### src/rtl/heartbeat_monitor.sv
`default_nettype none
// ============================================================================
// Module   : heartbeat_monitor
// Brief    : Receive-side heartbeat checker. Synchronises a pad input, measures
//            the toggle-to-toggle distance and tracks lock / loss of the beat.
// Revision : 1.0 - initial release
// ============================================================================
module heartbeat_monitor #(
    parameter int CNT_W       = 16,
    parameter int SYNC_STAGES = 2,
    parameter int MIN_PERIOD  = 4,
    parameter int MAX_PERIOD  = 20,
    parameter int LOCK_COUNT  = 4
) (
    input  logic             clk,
    input  logic             rst_n,
    input  logic             sig_Y,
    output logic             sig_A,
    output logic             sig_OE,
    output logic             sig_IE,
    output logic             sig_SL,
    output logic             sig_CS,
    output logic             sig_PD,
    output logic             sig_PU,
    output logic             edge_stb,
    output logic [CNT_W-1:0] interval,
    output logic             interval_vld,
    output logic [CNT_W-1:0] edge_count,
    output logic             locked,
    output logic             lost
);

    localparam logic [1:0] c_st_idle    = 2'd0;
    localparam logic [1:0] c_st_acquire = 2'd1;
    localparam logic [1:0] c_st_locked  = 2'd2;
    localparam logic [1:0] c_st_lost    = 2'd3;

    localparam logic [CNT_W-1:0] c_max_cnt  = CNT_W'(MAX_PERIOD);
    localparam logic [CNT_W-1:0] c_sat_cnt  = CNT_W'(MAX_PERIOD + 1);
    localparam logic [CNT_W:0]   c_min_dist = (CNT_W+1)'(MIN_PERIOD);
    localparam logic [CNT_W:0]   c_max_dist = (CNT_W+1)'(MAX_PERIOD);
    localparam logic [3:0]       c_lock_n   = 4'(LOCK_COUNT);

    logic [SYNC_STAGES-1:0] r_sync;
    logic                   r_prev;
    logic                   r_edge_stb;
    logic [CNT_W-1:0]       r_cnt;
    logic [CNT_W-1:0]       r_interval;
    logic                   r_interval_vld;
    logic [CNT_W-1:0]       r_edge_count;
    logic [1:0]             r_state;
    logic [3:0]             r_good;
    logic                   r_locked;
    logic                   r_lost;

    logic                   w_s;
    logic                   w_edge;
    logic [CNT_W:0]         w_dist;
    logic                   w_legal;
    logic                   w_timeout;
    logic [3:0]             w_good_inc;
    logic [1:0]             w_state_nxt;
    logic [3:0]             w_good_nxt;
    logic                   w_lost_nxt;
    logic                   w_vld_nxt;

    // Pad is used purely as an input.
    assign sig_A  = 1'b0;
    assign sig_OE = 1'b0;
    assign sig_IE = 1'b1;
    assign sig_SL = 1'b0;
    assign sig_CS = 1'b0;
    assign sig_PD = 1'b0;
    assign sig_PU = 1'b0;

    // The edge decision is made one cycle before edge_stb is visible so that the
    // strobe, the interval and the state update all appear in the same cycle.
    assign w_s        = r_sync[SYNC_STAGES-1];
    assign w_edge     = w_s ^ r_prev;
    // r_cnt holds distance-1 from the last strobe at the moment of the decision.
    assign w_dist     = {1'b0, r_cnt} + (CNT_W+1)'(1);
    assign w_legal    = (w_dist >= c_min_dist) && (w_dist <= c_max_dist);
    // Fires once: the counter moves on to its saturation value right after.
    assign w_timeout  = !w_edge && (r_cnt == c_max_cnt);
    assign w_good_inc = r_good + 4'd1;

    // Synchroniser, edge detector and saturating distance counter.
    always_ff @(posedge clk) begin
        if (!rst_n) begin
            r_sync       <= '0;
            r_prev       <= 1'b0;
            r_edge_stb   <= 1'b0;
            r_cnt        <= '0;
            r_edge_count <= '0;
        end else begin
            r_sync     <= {r_sync[SYNC_STAGES-2:0], sig_Y};
            r_prev     <= w_s;
            r_edge_stb <= w_edge;
            if (w_edge) begin
                r_cnt        <= '0;
                r_edge_count <= r_edge_count + CNT_W'(1);
            end else if (r_cnt != c_sat_cnt) begin
                r_cnt <= r_cnt + CNT_W'(1);
            end
        end
    end

    // Lock FSM state, legal-interval count and registered status outputs.
    always_ff @(posedge clk) begin
        if (!rst_n) begin
            r_state        <= c_st_idle;
            r_good         <= '0;
            r_locked       <= 1'b0;
            r_lost         <= 1'b0;
            r_interval_vld <= 1'b0;
            r_interval     <= '0;
        end else begin
            r_state        <= w_state_nxt;
            r_good         <= w_good_nxt;
            r_locked       <= (w_state_nxt == c_st_locked);
            r_lost         <= w_lost_nxt;
            r_interval_vld <= w_vld_nxt;
            if (w_vld_nxt) begin
                r_interval <= w_dist[CNT_W-1:0];
            end
        end
    end

    // Next-state logic; the first edge after IDLE/LOST only restarts acquisition.
    always_comb begin
        w_state_nxt = r_state;
        w_good_nxt  = r_good;
        w_lost_nxt  = 1'b0;
        w_vld_nxt   = 1'b0;
        case (r_state)
            c_st_idle, c_st_lost: begin
                if (w_edge) begin
                    w_state_nxt = c_st_acquire;
                    w_good_nxt  = '0;
                end
            end
            c_st_acquire: begin
                if (w_edge) begin
                    w_vld_nxt = 1'b1;
                    if (w_legal) begin
                        w_good_nxt = w_good_inc;
                        if (w_good_inc == c_lock_n) begin
                            w_state_nxt = c_st_locked;
                        end
                    end else begin
                        w_good_nxt = '0;
                    end
                end else if (w_timeout) begin
                    w_state_nxt = c_st_idle;
                end
            end
            c_st_locked: begin
                if (w_edge) begin
                    w_vld_nxt = 1'b1;
                    if (!w_legal) begin
                        w_state_nxt = c_st_lost;
                        w_lost_nxt  = 1'b1;
                    end
                end else if (w_timeout) begin
                    w_state_nxt = c_st_lost;
                    w_lost_nxt  = 1'b1;
                end
            end
            default: begin
                w_state_nxt = c_st_idle;
            end
        endcase
    end

    assign edge_stb     = r_edge_stb;
    assign interval     = r_interval;
    assign interval_vld = r_interval_vld;
    assign edge_count   = r_edge_count;
    assign locked       = r_locked;
    assign lost         = r_lost;

endmodule
`default_nettype wire

### config.mk
export PLATFORM = sky130hd
export DESIGN_NAME = heartbeat_monitor
export DESIGN_NICKNAME = d
export VERILOG_FILES = /design/src/rtl/heartbeat_monitor.sv
export SDC_FILE = /design/constraint.sdc
export NUM_CORES = 1
export LEC_CHECK = 0
export CAP_MARGIN = 20
export CORE_AREA = 2 2 58 114
export CTS_BUF_LIST = sky130_fd_sc_hd__clkbuf_8
export DETAILED_ROUTE_END_ITERATION = 10
export DIE_AREA = 0 0 60 116
export GPL_TIMING_DRIVEN = 0
export PLACE_DENSITY = 0.84
export SETUP_SLACK_MARGIN = 0.05
export SLEW_MARGIN = 20
export SYNTH_ARGS = -nofsm -noshare
export SYNTH_HDL_FRONTEND = slang
export SYNTH_SLANG_ARGS = --single-unit
export TNS_END_PERCENT = 20
### constraint.sdc
create_clock -name clk -period 2.2 [get_ports clk]
set_input_delay 0.22 -clock clk [delete_from_list [all_inputs] [get_ports clk]]
set_output_delay 0.22 -clock clk [all_outputs]
set_load 0.03 [all_outputs]
==> results of run 1 <==
-- cell usage after synthesis, types with 3 or more instances --
library cell,instances
dfxtp_1,61
nor2_1,52
nand2_1,29
xor2_1,17
a21oi_1,15
a211oi_1,13
clkbuf_1,12
o21ai_0,12
buf_4,10
ha_1,9
nand4_1,9
and2_1,8
nand3_1,8
xnor2_1,8
and4_1,6
or3_1,6
inv_1,5
nor3_1,4
and3_1,3
nand3b_1,3
nor2b_1,3
-- logic make-up after synthesis --
| family | count (synthesis) | share of synthesized area |
|---|---|---|
| other | 2 | 0.002554 |
| AOI/OAI and AO/OA | 60 | 0.1345 |
| adders and majority gates | 9 | 0.03830 |
| and+or+nand+nor | 143 | 0.2621 |
| xor gates and xnor gates | 26 | 0.08000 |
| DFF | 61 | 0.4153 |
| muxes | 3 | 0.01191 |
| buffers and inverters | 32 | 0.05532 |
-- layout make-up --
class | instances | area share
plain buffers | 26 | 0.03995
clock buffers | 9 | 0.03268
clock inverters | 7 | 0.01585
inverters | 6 | 0.005943
multi-input cells | 248 | 0.4335
flip-flops and latches | 61 | 0.3242
well taps | 84 | 0.02773
repair buffers | 48 | 0.1202
-- state kept, by name, indices dropped and copies added, names as in the netlist --
name / flops
r_good: 4
r_cnt: 16
r_state: 2
r_prev: 1
r_sync: 2
edge_count: 16
interval_vld: 1
lost: 1
locked: 1
edge_stb: 1
interval: 16
-- worst min path at each step --
stage | end | from | slack [ps] | cells past startpoint
final | r_sync[1] | r_sync[0] | 450 | 1
after global routing | r_sync[1] | r_sync[0] | 470 | 1
after CTS | r_sync[1] | r_sync[0] | 450 | 1
after detailed placement | r_sync[1] | r_sync[0] | 430 | 1
after global placement | r_sync[1] | r_sync[0] | 420 | 1
after floorplan | r_sync[0] | sig_Y | 350 | 1
-- routing by layer --
metal | share of wire | vias up
met5 | 0 | -
met4 | 0.052 | 0
met3 | 0.038 | 28
met2 | 0.56 | 90
met1 | 0.35 | 1287
li1 | - | 1297
-- power by group --
part / internal, mW / switching, mW
clock: 0.508 / 0.433
combinational: 0.274 / 0.410
sequential: 1.17 / 0.0420
-- repair_timing --
item	CTS	global route
pin swaps	3	6
resized for setup	9	17
setup buffers	2	8
setup endpoints to repair	18	26
-- metrics by stage --
stage                     setup TNS [ps]  std cells  hold WS (ps)  cell area [µm²]  utilization
after global routing              -162.4        489         465.1             3790       0.6258
final                                  0        489         450.3             3790       0.6258
after CTS                              0        481         450.0             3672       0.6064
after detailed placement           -2159        463         434.5             3445       0.5688
after floorplan                        0        341         347.3             2959            -
after global placement             -1084        463         420.2             3445       0.5688
==> results.json, run 1 <==
{
  "hold_violations": 0,
  "met1_usage": 0.1969,
  "clkTransAtPathRegs_ps": 70,
  "criticalPathCategory": "register to register",
  "die-area_um2": 6960,
  "cpPeakStageDelay_ps": 440,
  "critical_path.max_fanout": 10,
  "final_cell_mix": "59 x dfxtp_1, 51 x nor2_1, 38 x clkdlybuf4s50_1, 29 x nand2_1, 20 x buf_4",
  "synth_async_sr_flop_share": 0,
  "power_leakage_nw": 1.416,
  "synth.area.top_cells": "dfxtp_1 42%, nor2_1 6.6%, xor2_1 5.1%, ha_1 3.8%, nand2_1 3.7%",
  "dpl.hpwl_mm": 5.041,
  "ant_nets": 0,
  "worstSetupStartpointType": "register",
  "postCtsHoldBufs": 0,
  "drt-wirelength-per-cell_um": 14.69,
  "r2r_setup_slack_ps": 90,
  "path_cells": "buf_4 -> nor4b_1 -> and4b_2 -> nand2_1 -> nand3_1 -> clkbuf_1 -> nor2_1",
  "synth_area_leader_cell": "dfxtp_1",
  "die_h_um": 116,
  "crit_family": "simple AND/OR/NAND/NOR gates",
  "synth_edf_count": 0,
  "overflow": 0,
  "peakVddDrop_mv": 0.4684,
  "synthCells": 336,
  "rsz0062_at_grt": "true",
  "status": "completed",
  "p_per_area_nw_per_um2": 749.6,
  "timing.fmax_mhz": 474.7,
  "grtUsageMet3": 0.04241,
  "htreeDepth": 3,
  "required_ps": 2410,
  "ys_seq_area_frac": 0.4153,
  "cts_sinks": 61,
  "port_buffers": 38,
  "netlist_area_um2": 2940,
  "dieWidth_um": 60,
  "initial_utilization": 0.4855,
  "place_worst_setup_slack_ps": -308.1,
  "synth_top_area_share": 0.4153,
  "grt_pass1_wl_mm": 11.32,
  "register_area_um2": 1229,
  "finalNetCount": 412,
  "io_pins": 46,
  "rr_worst_depth": 7,
  "ys.flop_type": "dfxtp_1",
  "drv_slew": 0,
  "fillers": 500,
  "synth_warnings": 0,
  "worstSetupEndpointType": "register",
  "setup_viol": 0,
  "crit_start": "r_cnt[4]",
  "cp.depth": 7,
  "clk_path_buf_depth": 2,
  "first_iter_violations": 143,
  "cts_tree": "done",
  "crit_end": "r_cnt[9]",
  "area_growth_pct": 28.89,
  "worst_pin_slew_ps": 614.2,
  "row_count": 40,
  "drive_gt1_frac": 0.1506,
  "antenna_cells": 0,
  "numCtsBuffers": 9,
  "busiest_layer": "met2",
  "crit_buf_inv": 2,
  "global_route.usage.met2": 0.4029,
  "rr_endpoint": "r_cnt[9]",
  "avgSynthCellArea_um2": 8.751,
  "grt_usage": 0.2158,
  "clock_skew_ps": 10.92,
  "via_per_inst": 5.526,
  "num_vias": 2702,
  "grt_max_degree": 11,
  "fin_crit_sh": 0.9575,
  "core-area_um2": 6056,
  "gp_congestion": 0.8463,
  "firstDrtPassIters": 5,
  "cp_slowest_cell": "clkbuf_1",
  "grt_pass1_vias": 2580,
  "cap_violations": 0,
  "synth-seq-cells": 61,
  "root_buffer": "clkbuf_8",
  "antenna_found_initial": 0,
  "timing.final.crit_period_ps": 2106,
  "slew_headroom": 0.5905,
  "reg2reg_from": "r_cnt[4]",
  "multiInputGateArea_um2": 1643,
  "drt-total-wl_mm": 7.181,
  "setup_ws_ps": 93.59,
  "crit_arrival_ps": 2320,
  "drc_errors": 0,
  "clk_latency_ps": 350,
  "layout_commonest_cell": "dfxtp_1",
  "p_total_mw": 2.841,
  "ys_types": 53,
  "hp-class": "register to register"
}
Power figures use the tool's default switching activity.
==> run 2: changes to the inputs <==
--- a/config.mk
+++ b/config.mk
@@ -12,6 +12,7 @@
 export DIE_AREA = 0 0 60 116
 export GPL_TIMING_DRIVEN = 0
 export PLACE_DENSITY = 0.84
+export REMOVE_ABC_BUFFERS = 1
 export SETUP_SLACK_MARGIN = 0.05
 export SLEW_MARGIN = 20
 export SYNTH_ARGS = -nofsm -noshare
==> run 2 against run 1 <==
Effect of this change:
- first-iteration DRC count decreased by 49%
- global-route usage is 2.5 points lower
- utilization shrank 1.7 points
- clock power increased by 31%
- hold slack worse by 9.2 ps
- critical path depth fell by 1
- non-clock buffer count shrank 30
- count of clock-buffer cells in the layout up 1
- sequential share of layout area rose by 1.0 points
- sequential power about the same
- combinational power fell by 6.9%
- critical endpoint is now locked
- largest power group is now the clock network
==> results.json, run 2 (synthesized netlist as in run 1, its figures left out) <==
{
  "status": "completed",
  "rsz0062_at_grt": "true",
  "gp_congestion": 0.8054,
  "drt-total-wl_mm": 6.185,
  "required_ps": 2430,
  "via_per_inst": 5.436,
  "crit_family": "compound AO/OA/AOI/OAI gates",
  "die-area_um2": 6960,
  "timing.final.crit_period_ps": 2083,
  "finalNetCount": 382,
  "area_growth_pct": 25.40,
  "firstDrtPassIters": 4,
  "drt-wirelength-per-cell_um": 13.47,
  "fin_crit_sh": 0.9469,
  "clk_path_buf_depth": 2,
  "cap_violations": 0,
  "root_buffer": "clkbuf_8",
  "antenna_cells": 0,
  "hold_violations": 0,
  "power_leakage_nw": 1.316,
  "slew_headroom": 0.6202,
  "cp_slowest_cell": "o311ai_0",
  "cts_sinks": 61,
  "p_per_area_nw_per_um2": 837.1,
  "worst_pin_slew_ps": 562.5,
  "fin_cells": 459,
  "final_cell_mix": "55 x dfxtp_1, 51 x nor2_1, 38 x clkdlybuf4s50_1, 29 x nand2_1, 16 x xor2_1",
  "io_pins": 46,
  "timing.fmax_mhz": 480.0,
  "first_iter_violations": 73,
  "criticalPathCategory": "register to register",
  "peakVddDrop_mv": 0.8621,
  "drv_slew": 0,
  "fin_util": 0.6089,
  "clkTransAtPathRegs_ps": 70,
  "dpl.hpwl_mm": 4.411,
  "crit_buf_inv": 1,
  "grt_usage": 0.1906,
  "drc_errors": 0,
  "worstSetupEndpointType": "register",
  "overflow": 0,
  "setup_viol": 0,
  "hp-class": "register to register",
  "setup_tns_ps": 0,
  "drive_gt1_frac": 0.1227,
  "register_area_um2": 1234,
  "critical_path.max_fanout": 12,
  "port_buffers": 38,
  "numCtsBuffers": 9,
  "ant_nets": 0,
  "htreeDepth": 3,
  "cpPeakStageDelay_ps": 580,
  "clk_latency_ps": 350,
  "crit_arrival_ps": 2320,
  "core-area_um2": 6056,
  "grt_pass1_wl_mm": 9.984,
  "die_h_um": 116,
  "worstSetupStartpointType": "register",
  "path_cells": "inv_1 -> ha_1 -> o311ai_0 -> nor2_1 -> a31o_2 -> a21boi_1",
  "dp_cells": 438,
  "worst_hold_slack_ps": 441.1,
  "grt_pass1_vias": 2326,
  "p_total_mw": 3.087,
  "multiInputGateArea_um2": 1644,
  "cts_tree": "done",
  "num_vias": 2495,
  "postCtsHoldBufs": 0,
  "antenna_found_initial": 0,
  "fillers": 522,
  "dieWidth_um": 60,
  "initial_utilization": 0.4855,
  "grt_max_degree": 37,
  "layout_commonest_cell": "dfxtp_1",
  "clock_skew_ps": 8.998,
  "row_count": 40
}
## run 2: cell count changes in the layout (fill, tap and decap cells not counted), moves of 2 or more
cell and delta:
dfxtp_2 +4, buf_4 -15, bufinv_16 +2, clkbuf_2 -6
inv_1 -3, clkbuf_1 -8, clkinvlp_4 +2, dfxtp_1 -4
## run 2: per-layer routing
metal | GRT usage | wire length [µm] | vias to the layer above
li1 | - | - | 1232
met1 | 0.1694 | 2258 | 1192
met2 | 0.3587 | 3526 | 58
met3 | 0.05915 | 242 | 13
met4 | 0.1022 | 158 | 0
met5 | 0 | 0 | -
## run 2: worst paths after layout
| check | slack, ps | end | cells after the start | from |
|---|---|---|---|---|
| setup / recovery | 120 | locked | 6 | r_state[0] |
| hold / removal | 440 | r_sync[1] | 1 | r_sync[0] |
| setup reg to reg | 120 | locked | 6 | r_state[0] |
| hold reg to reg | 440 | r_sync[1] | 1 | r_sync[0] |
## run 2: stage by stage
stage               instance area (µm²)  setup slack [ps]
finish                             3687             116.8
global route                       3687             25.09
CTS                                3588             9.306
detailed placement                 3322            -689.2
global placement                   3304            -647.0
floorplan                          2819            -54.62
## run 2: cell type report
class	instances	share of cell area
clock inverters	6	0.02986
clock buffers	10	0.03733
flip-flops and latches	61	0.3346
multi-input cells	248	0.4459
repair buffers	44	0.1174
well taps	84	0.02850
inverters	6	0.006447
## run 2: where the power goes
| group | switching, mW | leakage (nW) | internal (mW) |
|---|---|---|---|
| registers | 0.0496 | 0.497 | 1.17 |
| logic | 0.380 | 0.701 | 0.256 |
| clock network | 0.446 | 0.119 | 0.780 |
## run 2: timing repair
action / in CTS / in global routing
setup endpoints to repair: 14 / 20
resized for setup: 6 / 14
setup buffers: 0 / 5
pin swaps: 1 / 4
